[config.mk]
export PLATFORM = sky130hd
export DESIGN_NAME = uart_rx_fifo
export DESIGN_NICKNAME = d
export VERILOG_FILES = /design/src/rtl/uart_rx_fifo.sv
export SDC_FILE = /design/constraint.sdc
export NUM_CORES = 1
export LEC_CHECK = 0
export CORE_ASPECT_RATIO = 1.2
export CORE_MARGIN = 2
export CORE_UTILIZATION = 60
export DETAILED_ROUTE_END_ITERATION = 6
export PLACE_DENSITY_LB_ADDON = 0.15
export SLEW_MARGIN = 25
export SYNTH_ARGS = -nofsm -noshare
export SYNTH_HDL_FRONTEND = slang
export SYNTH_SLANG_ARGS = --single-unit
export TNS_END_PERCENT = 1
[constraint.sdc]
create_clock -name clk_50m -period 4.45 [get_ports clk_50m]
set_input_delay 0.89 -clock clk_50m [delete_from_list [all_inputs] [get_ports clk_50m]]
set_output_delay 0.89 -clock clk_50m [all_outputs]
set_load 0.005 [all_outputs]
[src/rtl/uart_rx_fifo.sv]
// Receive-side byte buffer behind the uart receiver: captures one byte per ready
// assertion, acknowledges it with ready_clr, and queues it for the host.
module uart_rx_fifo #(
    parameter int unsigned DEPTH  = 16,
    parameter int unsigned ADDR_W = 4
) (
    input  logic              clk_50m,
    input  logic              rst,
    input  logic              rx_ready,
    input  logic [7:0]        rx_data,
    output logic              ready_clr,
    input  logic              rd_en,
    output logic [7:0]        rd_data,
    output logic              rd_valid,
    output logic              empty,
    output logic              full,
    output logic [ADDR_W:0]   count,
    output logic              overflow,
    input  logic              ovf_clr
);

    localparam int unsigned CNT_W = ADDR_W + 1;

    typedef enum logic [1:0] {
        IDLE     = 2'd0,
        ACK      = 2'd1,
        WAIT_LOW = 2'd2
    } state_t;

    state_t             state;
    logic [7:0]         mem [DEPTH];
    logic [ADDR_W-1:0]  wr_ptr;
    logic [ADDR_W-1:0]  rd_ptr;
    logic               capture;
    logic               rd_acc;
    logic               wr_acc;
    logic               drop;
    logic [CNT_W-1:0]   count_next;

    // Acceptance decode; a full FIFO still takes a byte if a read frees a slot this cycle.
    always_comb begin
        capture    = (state == IDLE) && rx_ready;
        rd_acc     = rd_en && !empty;
        wr_acc     = capture && (!full || rd_acc);
        drop       = capture && !wr_acc;
        count_next = count;
        if (wr_acc && !rd_acc) begin
            count_next = count + CNT_W'(1);
        end else if (rd_acc && !wr_acc) begin
            count_next = count - CNT_W'(1);
        end
    end

    // Capture FSM: one write per ready assertion, acknowledge one cycle after ACK.
    always_ff @(posedge clk_50m) begin
        if (rst) begin
            state     <= IDLE;
            ready_clr <= 1'b0;
        end else begin
            ready_clr <= (state == ACK);
            case (state)
                IDLE:     if (rx_ready) state <= ACK;
                ACK:      state <= WAIT_LOW;
                WAIT_LOW: if (!rx_ready) state <= IDLE;
                default:  state <= IDLE;
            endcase
        end
    end

    // Storage array is intentionally left unreset.
    always_ff @(posedge clk_50m) begin
        if (!rst && wr_acc) begin
            mem[wr_ptr] <= rx_data;
        end
    end

    always_ff @(posedge clk_50m) begin
        if (rst) begin
            wr_ptr   <= '0;
            rd_ptr   <= '0;
            count    <= '0;
            empty    <= 1'b1;
            full     <= 1'b0;
            rd_data  <= 8'h00;
            rd_valid <= 1'b0;
            overflow <= 1'b0;
        end else begin
            rd_valid <= rd_acc;
            if (wr_acc) begin
                wr_ptr <= wr_ptr + ADDR_W'(1);
            end
            if (rd_acc) begin
                rd_data <= mem[rd_ptr];
                rd_ptr  <= rd_ptr + ADDR_W'(1);
            end
            count <= count_next;
            empty <= (count_next == CNT_W'(0));
            full  <= (count_next == CNT_W'(DEPTH));
            // A drop in the same cycle as a clear leaves the flag set.
            if (drop) begin
                overflow <= 1'b1;
            end else if (ovf_clr) begin
                overflow <= 1'b0;
            end
        end
    end

endmodule
Word level (Yosys, flattened, before mapping)
Memory sizes are Yosys's and may differ from the RTL's. A register that Yosys moved wholly into a read port is not among the register bits.
Cells that the tools add are included.
{"block": "totals", "ff_bits": 20, "latchBits": 0, "ram_bits": 128, "rom_bits": 0, "in_bits": 13, "out_inout_bits": 18, "elab_cells": 45, "memories": 1}
{"block": "op_classes", "addsub": 4, "n_mul": 0, "div": 0, "magnitude_cmp": 0, "eq_ne": 5, "shifts": 0, "muxes": 9, "bitwise": 0, "n_reduce_logical": 17}
{"name": "mem", "depth": 16, "width": 8, "read_ports": 1, "rd_clocked_by_memory_dff": 1, "wr": 1, "line": "31", "rtl": "logic [7:0] mem [DEPTH];"}
{"cell": "$mux 5", "n": 2}
{"cell": "$add 4x1->4 const B", "n": 2}
{"cell": "$logic_and 1x1->1", "n": 7}
{"cell": "$pmux 2 s3", "n": 1}
{"cell": "$add 5x1->5 const B", "n": 1}
{"cell": "$eq 5x5->1 const B", "n": 1}
{"cell": "$logic_not 1->1", "n": 5}
{"cell": "$logic_not 5->1", "n": 1}
{"cell": "$sub 5x1->5 const B", "n": 1}
{"cell": "$mux 1", "n": 4}
{"cell": "$mux 2", "n": 2}
{"cell": "$ne 2x2->1 const B", "n": 2}
{"cell": "$eq 2x1->1 const B", "n": 1}
{"cell": "$eq 2x2->1 const B", "n": 1}
{"cell": "$logic_not 2->1", "n": 1}
{"cell": "$reduce_and 2->1", "n": 1}
{"cell": "$reduce_bool 2->1", "n": 1}
{"cell": "$logic_or 1x1->1", "n": 1}

Longest topological paths before layout
{"block": "depth", "depth_word": 9, "depth_mapped": 7, "mapped_depth_nobuf": 6}

Worst setup path after synthesis
OpenSTA, ideal clock, no wires.
{"block": "synth_path", "path_kind": "input port to flip-flop", "start": "input rx_ready", "end": "memory mem[0][0] (enable)", "setup_time_ps": 383, "arrival_ps": 2440, "required_time_ps": 4067, "setup_slack_ps": 1627, "path_stages": 4, "path_buffers": 0, "cell_sequence": "or3b_4 -> a211oi_1 -> nand2_1 -> nor3_1"}
{"block": "synth_via", "elab_chain_cells": 5}
{"element": "from (decl)", "line": "9", "rtl": "input logic rx_ready,"}
{"element": "$logic_and 1x1->1", "line": "42", "rtl": "capture = (state == IDLE) && rx_ready;"}
{"element": "$logic_and 1x1->1", "line": "44", "rtl": "wr_acc = capture && (!full || rd_acc);"}
{"element": "$logic_and 1x1->1", "line": "72", "rtl": "if (!rst && wr_acc) begin"}
{"element": "$mux 1", "line": "72"}
{"element": "$mux 1 (not written as such)", "line": "73", "rtl": "mem[wr_ptr] <= rx_data;"}
{"element": "to (decl)", "line": "31"}
Every way passes these cells.

Final worst setup path
{"block": "layout_path", "start": "input rx_ready", "end": "memory mem[11][5] (enable)"}
The elaborated chain is that of the path after synthesis.

==> run metrics <==
CP max stage cell=nor2_1; Setup Buffers After CTS=0; clk buf depth=2; Initial Util=0.6112; largest net degree at the start of global routing=36; RSZ-0062 raised after global routing=false; number of synthesized register bits=between 150 and 200; area leader, netlist=edfxtp_1; core area=about 10000 µm²; Clock power frac=0.399; r2r endpoint=mem[11][5]; worst-path maximum fanout=8; CTS tree=built; Post-Syn Nets=roughly 370; internal power=~0.0027 W; largest cells by area after synthesis=edfxtp_1 63%, mux4_2 12%, dfxtp_1 9.2%; VDD IR max=between 0.0003 and 0.0004 V; DR WL/cell=between 20 and 25 µm; setup violators final=0; Synth Instances=roughly 350; cell family with most CP delay=simple AND/OR/NAND/NOR gates; DRT iter0 DRCs=~320; grt met3 use=0.06583; final critical-path required period=between 3 and 4 ns; Routed Antenna Nets=0; Clock Latency Late Sink=approximately 0.43 ns; CP cell instances=clkdlybuf4s50_1, or3b_4, a211oi_1, nand2_1, nor2_1; CTS resizes=0; Post-CTS Hold Fix Bufs=0; Crit. End Element=flop; FF-to-FF path depth=4; Worst-Margin Slew=around 0.75 ns; max_cap viols=0; Net Switching=roughly 0.00090 W; DRT Pass-1 Iters=5; first-pass GRT wire length=approximately 19000 µm; grt peak-use layer=met2; Comb pwr share=0.128; Netlist Area Pre-Place=about 6000 µm²; clk sinks=approximately 160; Ys Warns=0; Seq pwr share=0.473; maximum clock frequency=roughly 0.3 GHz; critical path type=input pin to flop; Yosys top cell area share=0.6314; GR Layer Usage met2=0.3669; NumNets Final=a little over 400; Fin Setup TNS=0 ns; die area=~11000 µm²; RePlAce Congestion=0.8499; grt ovf=0; worst path arrival time=3.34 ns; WP buf/inv=1; via count=3284; post-place instance area=roughly 6500 µm²; Avg Vias per Cell=6.196; worst reg2reg setup slack=1.77 ns; Num CTS Buffers=17; met1 GRT Util=0.3580; crit path launch type=input pin; layout cells sized above 1=0.1906; worst hold path class=flop to flop; GRT Util Overall=0.2481; Diodes inserted=0; sequential cell area fraction in the yosys report=0.7235; H-tree levels=4; Worst-path clk slew=0.07 ns; I/O Pins=31; Rel. slew slack=0.5018; drt total wl=between 10000 and 15000 µm; initial antenna violation count=0; synth-to-layout area growth=17.00%; end of the worst hold path=rd_data[7]; Final Max Tran Viols=0; Switching Fraction=0.2518; hold path start=rd_data[7]; run status=finished clean; final worst-path cycle share=0.7387; DP Wirelength=7829 µm; Die Wd=around 96 µm; fill cell count=roughly 630; Req. time, crit path=roughly 4.5 ns; setup ws final=1.163 ns; Leak=2.304 nW; Final Cell Area=7122 µm²; cell row count=40; hold path cells=2; die height=around 110 µm; post-synthesis cell type count=34; final routed DRC violation total=0; number of global-route vias before repair=3275; final hold vios=0; Layout Skew=about 0.014 ns; Worst R2R Start=state[1]; Placement Setup Slack=between 0.8 and 0.9 ns; syn_area_per_cell=~17 µm²; port bufs=30; Power Dens Cells=502.0 nW/µm²; clock root buffer=clkbuf_16; slowest stage delay, CP=between 0.6 and 0.7 ns
tightest hold or removal path, delay by kind of cell, from the launching register on:
kind	cells	cell delay, ns
DFF	1	0.33
and+or+nand+nor	1	0.07
AOI/OAI and AO/OA	1	0.06
worst max path at each step:
stage / startpoint / end / cells past startpoint
6_report: rx_ready / mem[11][5] / 5
5_1_grt: rx_ready / mem[13][7] / 5
4_1_cts: rx_ready / mem[11][5] / 5
3_5_place_dp: rx_ready / mem[5][1] / 5
3_3_place_gp: rx_ready / mem[5][1] / 5
2_1_floorplan: rx_ready / mem[0][0] / 4
sequential cells by signal (all words and copies together) (netlist names):
register	flops
ready_clr	1
rd_valid	1
full	1
mem	128
count	5
rd_data	8
empty	1
state	2
overflow	1
rd_ptr	4
wr_ptr	4
power groups by stage:
stage                     logic (W)  registers [W]  clock network, W
after floorplan            0.000318        0.00169                 0
after global placement     0.000443        0.00172                 0
after detailed placement   0.000453        0.00172                 0
after CTS                  0.000456        0.00169           0.00144
after global routing       0.000502        0.00170           0.00150
final                      0.000457        0.00169           0.00143
placed cells by master, fill, tap and decap left out, types with 5 or more instances in the layout:
cell / n
edfxtp_1: 128
nor3_1: 5
buf_4: 8
clkbuf_16: 17
xor2_1: 7
inv_6: 5
dfxtp_1: 27
a21oi_1: 21
clkdlybuf4s50_1: 30
mux4_2: 32
inv_1: 5
nand2_1: 9
ha_1: 7
nor2_1: 41
a22oi_1: 18
kinds of logic after synthesis:
family                   after synthesis  share of synthesized area
AND/OR/NAND/NOR                       74                    0.05838
multiplexers                          34                     0.1225
flip-flops                           156                     0.7235
buffers and inverters                 24                    0.01583
XOR/XNOR                              10                    0.01439
adder cells (fa/ha/maj)                7                    0.01439
AO/OA/AOI/OAI                         48                    0.05098
routing by layer:
| metal | share of wire | up-vias |
|---|---|---|
| met4 | 0.022 | 0 |
| met1 | 0.44 | 1670 |
| met3 | 0.055 | 22 |
| met5 | 0 | - |
| met2 | 0.48 | 136 |
| li1 | - | 1456 |
cells in the mapped netlist:
| library cell | count |
|---|---|
| buf_1 | 1 |
| or3b_4 | 1 |
| clkbuf_1 | 13 |
| edfxtp_1 | 128 |
| ha_1 | 7 |
| nor2b_1 | 4 |
| nand2_1 | 9 |
| nand3b_1 | 1 |
| a21o_1 | 1 |
| o21ai_0 | 4 |
| inv_1 | 5 |
| a21oi_1 | 21 |
| and2_1 | 1 |
| nand4_1 | 2 |
| nor3_4 | 1 |
| xor2_1 | 7 |
| mux4_2 | 32 |
| nor3b_1 | 1 |
| mux2i_1 | 1 |
| a211oi_1 | 1 |
| xnor2_1 | 3 |
| nor3_1 | 5 |
| nor2_1 | 41 |
| nand2b_1 | 4 |
| a22oi_1 | 18 |
| mux2_4 | 1 |
| or4_1 | 1 |
| a41oi_2 | 1 |
| and3_1 | 1 |
| buf_2 | 5 |
| a32oi_1 | 1 |
| dfxtp_1 | 28 |
| and4_1 | 2 |
| a41o_1 | 1 |
final cells by class:
type | count | area [µm²] | area share
Clock inverter | 14 | 153.9 | 0.02161
Inverter | 5 | 18.77 | 0.002635
Tap cell | 126 | 157.7 | 0.02214
Sequential cell | 156 | 4405 | 0.6186
Multi-Input combinational cell | 173 | 1587 | 0.2228
Timing Repair Buffer | 38 | 360.3 | 0.05060
Clock buffer | 18 | 439.2 | 0.06167
metrics by stage:
stage	util	std cells	hold WS (ns)	power [W]
after floorplan	-	353	0.4682	0.002007
after global placement	0.6555	498	0.4660	0.002164
after detailed placement	0.6555	498	0.4789	0.002177
after CTS	0.7151	530	0.4947	0.003595
after global routing	0.7151	530	0.5332	0.003704
final	0.7151	530	0.4908	0.003575
No activity file was read; power rests on OpenSTA's default activity.
